<file path="src/rtl/serial_magnitude_comparator.sv">
// serial_magnitude_comparator
//
// Multi-cycle unsigned magnitude comparator. Operands are captured on an
// accepted start and resolved one bit per clock, MSB first. The first
// differing bit pair fixes the decision; later bits are ignored.
//
// Ports:
//   clk            - clock, rising edge
//   rst            - asynchronous active-high reset
//   start          - request a comparison (sampled only when idle)
//   a, b           - WIDTH-bit unsigned operands, captured on accepted start
//   busy           - high while a comparison is in progress (shift and done)
//   done           - one-cycle pulse, result flags valid from this cycle on
//   a_maior_que_b  - registered result: a > b
//   a_menor_que_b  - registered result: a < b
//   a_igual_b      - registered result: a == b
//
// Build option:
//   SERIAL_CMP_EARLY_EXIT_EN - when defined, finish on the first differing
//   bit instead of always walking all WIDTH bits. Results are identical.

module serial_magnitude_comparator #(
    parameter int unsigned WIDTH = 8
) (
    input  logic             clk,
    input  logic             rst,
    input  logic             start,
    input  logic [WIDTH-1:0] a,
    input  logic [WIDTH-1:0] b,
    output logic             busy,
    output logic             done,
    output logic             a_maior_que_b,
    output logic             a_menor_que_b,
    output logic             a_igual_b
);

    localparam int unsigned CntW = $clog2(WIDTH + 1);

    typedef enum logic [1:0] {
        StIdle,
        StShift,
        StDone
    } state_e;

    typedef enum logic [1:0] {
        DecEq,
        DecGt,
        DecLt
    } decision_e;

    state_e           state_q, state_d;
    decision_e        dec_q, dec_d, dec_new;
    logic [WIDTH-1:0] a_sh_q, a_sh_d;
    logic [WIDTH-1:0] b_sh_q, b_sh_d;
    logic [CntW-1:0]  cnt_q, cnt_d;
    logic             gt_q, gt_d;
    logic             lt_q, lt_d;
    logic             eq_q, eq_d;
    logic             bits_differ;
    logic             finish;

    always_comb begin
        state_d     = state_q;
        dec_d       = dec_q;
        a_sh_d      = a_sh_q;
        b_sh_d      = b_sh_q;
        cnt_d       = cnt_q;
        gt_d        = gt_q;
        lt_d        = lt_q;
        eq_d        = eq_q;
        bits_differ = a_sh_q[WIDTH-1] ^ b_sh_q[WIDTH-1];
        dec_new     = dec_q;
        finish      = 1'b0;

        // Only the first differing bit pair may change the decision.
        if (dec_q == DecEq && bits_differ) begin
            dec_new = a_sh_q[WIDTH-1] ? DecGt : DecLt;
        end

        unique case (state_q)
            StIdle: begin
                if (start) begin
                    a_sh_d  = a;
                    b_sh_d  = b;
                    dec_d   = DecEq;
                    cnt_d   = CntW'(WIDTH);
                    state_d = StShift;
                end
            end
            StShift: begin
                dec_d  = dec_new;
                a_sh_d = a_sh_q << 1;
                b_sh_d = b_sh_q << 1;
                cnt_d  = cnt_q - CntW'(1);
`ifdef SERIAL_CMP_EARLY_EXIT_EN
                finish = (cnt_q == CntW'(1)) || (dec_q == DecEq && bits_differ);
`else
                finish = (cnt_q == CntW'(1));
`endif
                if (finish) begin
                    state_d = StDone;
                    gt_d    = (dec_new == DecGt);
                    lt_d    = (dec_new == DecLt);
                    eq_d    = (dec_new == DecEq);
                end
            end
            StDone: begin
                state_d = StIdle;
            end
            default: begin
                state_d = StIdle;
            end
        endcase
    end

    always_ff @(posedge clk or posedge rst) begin
        if (rst) begin
            state_q <= StIdle;
            dec_q   <= DecEq;
            a_sh_q  <= '0;
            b_sh_q  <= '0;
            cnt_q   <= '0;
            gt_q    <= 1'b0;
            lt_q    <= 1'b0;
            eq_q    <= 1'b1;
        end else begin
            state_q <= state_d;
            dec_q   <= dec_d;
            a_sh_q  <= a_sh_d;
            b_sh_q  <= b_sh_d;
            cnt_q   <= cnt_d;
            gt_q    <= gt_d;
            lt_q    <= lt_d;
            eq_q    <= eq_d;
        end
    end

    assign busy          = (state_q != StIdle);
    assign done          = (state_q == StDone);
    assign a_maior_que_b = gt_q;
    assign a_menor_que_b = lt_q;
    assign a_igual_b     = eq_q;

endmodule

</file>
<file path="config.mk">
export PLATFORM = sky130hd
export DESIGN_NAME = serial_magnitude_comparator
export DESIGN_NICKNAME = d
export VERILOG_FILES = /design/src/rtl/serial_magnitude_comparator.sv
export SDC_FILE = /design/constraint.sdc
export NUM_CORES = 1
export LEC_CHECK = 0
export CORE_MARGIN = 2
export CORE_UTILIZATION = 24
export CTS_CLUSTER_DIAMETER = 100
export DETAILED_ROUTE_END_ITERATION = 6
export MAX_ROUTING_LAYER = met4
export PLACE_DENSITY_LB_ADDON = 0.15
export SYNTH_ARGS = -nofsm -noshare
export SYNTH_HDL_FRONTEND = slang
export SYNTH_SLANG_ARGS = --single-unit
export TNS_END_PERCENT = 10
</file>
<file path="constraint.sdc">
create_clock -name clk -period 1.2 [get_ports clk]
set_input_delay 0.36 -clock clk [delete_from_list [all_inputs] [get_ports clk]]
set_output_delay 0.36 -clock clk [all_outputs]
set_load 0.005 [all_outputs]
</file>
==> out/results.tsv, run 1 <==
metric	value	unit
outcome	finished with violations	
violations	setup timing	
io-pin-count	24	
stdcell_count	264	
synth_seq_cells	27	
n_antenna_cell	0	
final_cell_mix	26 x dfrtp_1, 25 x buf_4, 18 x clkdlybuf4s50_1, 14 x o21ai_0, 13 x nand2_1	
synth_nets	160	
drive_gt1_share	31.8	%
fill_cells	542	
antenna_left	0	
area_growth	53.0	%
crit_path_start_kind	flip-flop	
dp_cells	249	
max_freq	708	MHz
cts_tree	yes	
seqCellArea	677	um2
syn-instance-count	139	
yosysUniqueCellTypes	27	
finalInstanceArea	2030	um2
dp_hpwl	2510	um
critical_path_class	flip-flop to flip-flop	
die_w	78.4	um
grt_pass1_vias	1261	
place_area	1790	um2
drv_slew	0	
h-tree-depth	1	
grt_pass1_wl	6130	um
overflow	0	
drtIter0Drc	39	
num_rows	27	
path_max_fanout	7	
hold_class	primary input to asynchronous set/reset pin	
finalSetupViolCount	30	
p_leak	0.000918	uW
synth_warnings	0	
power_density	2230	nW/um2
die_area	6150	um2
die_h	78.4	um
grtUsageTotal	12.9	%
max_cap_violations	0	
clockBufferDepth	2	
cts.sinks	27	
first_pass_iters	4	
final_core_util	37.4	%
synth_area_per_cell	9.57	um2
fin_total_pwr	4540	uW
max_stage_delay	420	ps
vias	1222	
vdd_drop_max	0.791	mV
path_cells	buf_6, buf_8, and2b_2, buf_6, nor3_4, a311oi_2	
wirelength	3640	um
worst_slew_pin_slew	350	ps
worstPathArrival	1610	ps
path_clk_slew	100	ps
setup_ws	-213	ps
cpMostUsedCell	buf_6	
clock_latency	280	ps
cpMaxStageDelayCell	dfrtp_1	
syn_area	1330	um2
antenna_found_initial	0	
root_buffer	clkbuf_8	
start_util	24.5	%
io_buffers	23	
numCtsBuffers	3	
skew	5.37	ps
endpoint_kind	flip-flop	
relSlewSlack	76.5	%
gp_congestion	0.794	
fin_crit	1410	ps
multi_input_area	651	um2
drc_errors	0	
crit_required	1400	ps
grt_start_max_net_pins	15	
period_share	118	%
viasPerCell	4.63	
layout.nets	214	
hold_viol	0	
ys_seq_area_share	50.9	%
wl_per_cell	13.8	um
rsz0062_at_grt	yes	
layout_commonest_cell	dfrtp_1	
core_region_area	5440	um2
==> worst max-delay path: cells and delay by family (launching register included) <==
family / cells / cell delay, ps
AOI/OAI and AO/OA: 1 / 220
DFF: 1 / 420
and+or+nand+nor: 2 / 320
buffers and inverters: 3 / 370
==> registers in the layout (all words and copies together) (netlist names) <==
name,count
a_igual_b,1
a_maior_que_b,1
a_menor_que_b,1
a_sh_q,8
b_sh_q,8
cnt_q,4
dec_q,2
state_q,2
==> path summary, 6_finish.rpt <==
| check | slack [ps] | from | to | cells past startpoint |
|---|---|---|---|---|
| max | -210 | state_q[1] | cnt_q[3] | 6 |
| min | 290 | rst | a_maior_que_b | 2 |
| max reg2reg | -210 | state_q[1] | cnt_q[3] | 6 |
| min reg2reg | 490 | a_sh_q[4] | a_sh_q[4] | 2 |
| max in group asynchronous | 500 | rst | a_sh_q[7] | 3 |
| min in group clk | 490 | a_sh_q[4] | a_sh_q[4] | 2 |
==> final cells by class <==
type,instances,share of cell area (%)
Clock buffer,4,2.21
Inverter,10,1.85
Multi-Input combinational cell,94,32.0
Sequential cell,27,33.3
Tap cell,72,4.43
Timing Repair Buffer,57,26.3
==> metal layers <==
metal | track usage (%) | vias up | part of all wire, %
met2 | 21.9 | 24 | 51
met5 | - | - | 0
met1 | 16.7 | 601 | 45
met3 | 1.72 | 4 | 3.1
li1 | - | 593 | -
met4 | 2.63 | 0 | 0.58
==> report_power, final <==
group / internal [uW] / switching (uW) / leakage [uW]
combinational: 1360 / 1060 / 0.000554
clock: 239 / 306 / 0.0000228
sequential: 1280 / 303 / 0.000342
total: 2880 / 1670 / 0.000918
==> per-stage QoR <==
stage               setup TNS [ps]  hold slack (ps)  setup slack [ps]
floorplan                    -68.0              412             -43.5
global placement             -7490              453              -332
detailed placement           -8320              465              -428
CTS                          -4110              309              -224
global route                 -5150              305              -287
finish                       -3300              294              -213
==> synth_stat cells <==
cell type | instances | area (um2)
dfrtp_1 | 26 | 651
o21ai_0 | 24 | 120
nand2_1 | 13 | 48.8
nor2b_1 | 11 | 68.8
a22oi_1 | 10 | 75.1
inv_1 | 10 | 37.5
a21oi_1 | 8 | 40.0
a31oi_1 | 4 | 25.0
and2_1 | 4 | 25.0
buf_2 | 4 | 20.0
clkbuf_1 | 3 | 11.3
nor3_1 | 3 | 15.0
nor3b_1 | 3 | 22.5
ha_1 | 2 | 25.0
mux2i_1 | 2 | 20.0
a311oi_1 | 1 | 8.76
a32o_1 | 1 | 10.0
and2b_1 | 1 | 7.51
buf_6 | 1 | 11.3
dfstp_2 | 1 | 26.3
mux2_1 | 1 | 11.3
nand2_4 | 1 | 11.3
nand2b_1 | 1 | 6.26
nor3b_2 | 1 | 12.5
nor4_1 | 1 | 6.26
o21bai_1 | 1 | 7.51
or2_2 | 1 | 6.26
==> kinds of logic (layout without fill, tap and decap cells) <==
| group | after synthesis | after routing | share of synthesized area (%) |
|---|---|---|---|
| multiplexers | 3 | 3 | 2.35 |
| flip-flops | 27 | 27 | 50.9 |
| buffers and inverters | 18 | 71 | 6.02 |
| AND/OR/NAND/NOR | 40 | 40 | 17.3 |
| adder cells (fa/ha/maj) | 2 | 2 | 1.88 |
| AO/OA/AOI/OAI | 49 | 49 | 21.5 |
==> timing repair <==
action,4_1_cts,5_1_grt
cloned,1,0
gates resized for setup,35,21
hold buffers,0,0
setup buffers,5,5
pin swaps,2,4
endpoints found under the setup margin,32,32
Note: power is estimated with default switching activity, not from simulation.
==> run 2: changes to the inputs <==
- CAP_MARGIN: not set -> 30
- SETUP_SLACK_MARGIN: not set -> 0.2
==> out/results.tsv, run 2 (same netlist as run 1, synthesis figures left out) <==
metric	value	unit	change
outcome	finished with violations		unchanged
violations	setup timing		unchanged
wirelength	3480	um	was 3640 um
rsz0062_at_grt	yes		unchanged
start_util	24.5	%	unchanged
vdd_drop_max	0.761	mV	was 0.791 mV
dp_cells	251		was 249
die_h	78.4	um	unchanged
dp_hpwl	2510	um	about the same
max_cap_violations	0		unchanged
overflow	0		unchanged
finalSetupViolCount	26		was 30
max_stage_delay	400	ps	was 420 ps
io-pin-count	24		unchanged
fin_total_pwr	4400	uW	was 4540 uW
drive_gt1_share	29.9	%	was 31.8%
p_int	2770	uW	was 2880 uW
relSlewSlack	72.1	%	was 76.5%
worst_slew_pin_slew	415	ps	was 350 ps
io_buffers	23		unchanged
area_growth	49.4	%	was 53.0%
grt_pass1_vias	1301		was 1261
die_w	78.4	um	unchanged
use_met1	15.7	%	was 16.7%
cpMostUsedCell	buf_6		unchanged
critical_path_class	flip-flop to output port		was flip-flop to flip-flop
crit_family	flip-flops		unchanged
cts_hold_buffers	0		unchanged
gp_congestion	0.844		was 0.794
cpMaxStageDelayCell	dfrtp_1		unchanged
crit_required	840	ps	was 1400 ps
cts_tree	yes		unchanged
combinationalPowerShare	52.6	%	was 53.3%
n_antenna_cell	0		unchanged
drtIter0Drc	32		was 39
stdcell_count	259		was 264
setup_ws	-288	ps	was -213 ps
path_cells	buf_6, or2_4, buf_6		was buf_6, buf_8, and2b_2, buf_6, nor3_4, a311oi_2
r2r_cells	6		unchanged
drc_errors	0		unchanged
place_area	1810	um2	was 1790 um2
clockBufferDepth	2		unchanged
grt.met2_usage	22.4	%	was 21.9%
clkPwrFrac	12.0	%	about the same
h-tree-depth	1		unchanged
fin_crit	1490	ps	was 1410 ps
cts.sinks	27		unchanged
worstPathArrival	1130	ps	was 1610 ps
hold_class	primary input to asynchronous set/reset pin		unchanged
path_clk_slew	100	ps	about the same
reg_top3	a_sh_q x8, b_sh_q x8, cnt_q x4		unchanged
core_region_area	5440	um2	unchanged
num_rows	27		unchanged
switching_share	37.0	%	was 36.7%
wl_per_cell	13.4	um	was 13.8 um
busiest_layer	met2		unchanged
layout_commonest_cell	dfrtp_1		unchanged
grt_start_max_net_pins	20		was 15
layout.nets	209		was 214
clock_latency	280	ps	about the same
crit_path_start_kind	flip-flop		unchanged
final_cell_mix	26 x dfrtp_1, 21 x o21ai_1, 21 x buf_4, 17 x clkdlybuf4s50_1, 13 x nand2_1		was 26 x dfrtp_1, 25 x buf_4, 18 x clkdlybuf4s50_1, 14 x o21ai_0, 13 x nand2_1
viasPerCell	4.54		was 4.63
path_buf_inv	2		was 3
fill_cells	552		was 542
path_max_fanout	2		was 7
first_pass_iters	4		unchanged
vias	1177		was 1222
power_density	2210	nW/um2	was 2230 nW/um2
max_freq	672	MHz	was 708 MHz
finalInstanceArea	1990	um2	was 2030 um2
antenna_found_initial	0		unchanged
grtUsageMet3	2.07	%	was 1.72%
period_share	124	%	was 118%
numCtsBuffers	3		unchanged
p_leak	0.000879	uW	was 0.000918 uW
final_core_util	36.5	%	was 37.4%
root_buffer	clkbuf_8		unchanged
antenna_left	0		unchanged
endpoint_kind	output port		was flip-flop
seqPwrFrac	35.3	%	was 34.7%
die_area	6150	um2	unchanged
skew	3.96	ps	was 5.37 ps
drv_slew	0		unchanged
grt_pass1_wl	6130	um	about the same
grtUsageTotal	13.2	%	was 12.9%
p_switching	1630	uW	was 1670 uW
hold_viol	0		unchanged
path_depth	3		was 6
-- run 2: changes by cell type in the layout (fill, tap and decap cells not counted), moves of 2 or more --
| cell | change |
|---|---|
| nor2b_4 | +2 |
| buf_4 | -4 |
| o21ai_0 | -11 |
| o21ai_1 | +12 |
| inv_1 | -2 |
| nor2b_2 | -2 |
-- run 2: final cells by class --
class                           count  area, um2  area share, %
Clock buffer                        3       41.3           2.08
Clock inverter                      1       5.00          0.252
Inverter                           10       41.3           2.08
Multi-Input combinational cell     94        651           32.7
Sequential cell                    27        677           34.1
Tap cell                           72       90.1           4.53
Timing Repair Buffer               52        482           24.2
-- run 2: metrics by stage --
stage | setup WS [ps] | hold WS, ps | setup TNS [ps]
2_1_floorplan | -43.5 | 412 | -43.5
3_3_place_gp | -345 | 454 | -8260
3_5_place_dp | -441 | 464 | -8320
4_1_cts | -300 | 309 | -2770
5_1_grt | -330 | 308 | -4680
6_report | -288 | 290 | -2580
-- run 2: final timing paths --
check / start / end / slack, ps
worst min register to register: a_sh_q[4] / a_sh_q[4] / 490
max in group asynchronous: rst / b_sh_q[0] / 510
worst max-delay path: state_q[0] / busy / -290
min in group clk: a_sh_q[4] / a_sh_q[4] / 490
worst max register to register: state_q[0] / cnt_q[3] / -140
worst min-delay path: rst / a_maior_que_b / 290
-- run 2: layer usage --
layer  up-vias  share of wire [%]
li1        581                  -
met4         0                1.9
met3         6                2.3
met5         -                  0
met2        18                 51
met1       572                 45
-- run 2: timing repair --
action,4_1_cts,5_1_grt
buffers inserted,4,0
pin swaps,7,0
setup endpoints to repair,32,32
gates resized for setup,61,11
-- run 2: power by group through the flow --
stage          sequential [uW]  clock (uW)  combinational (uW)
6_report                  1550         530                2310
3_3_place_gp              1550           0                1830
4_1_cts                   1550         555                2270
5_1_grt                   1610         601                2580
2_1_floorplan             1520           0                1100
3_5_place_dp              1560           0                1870
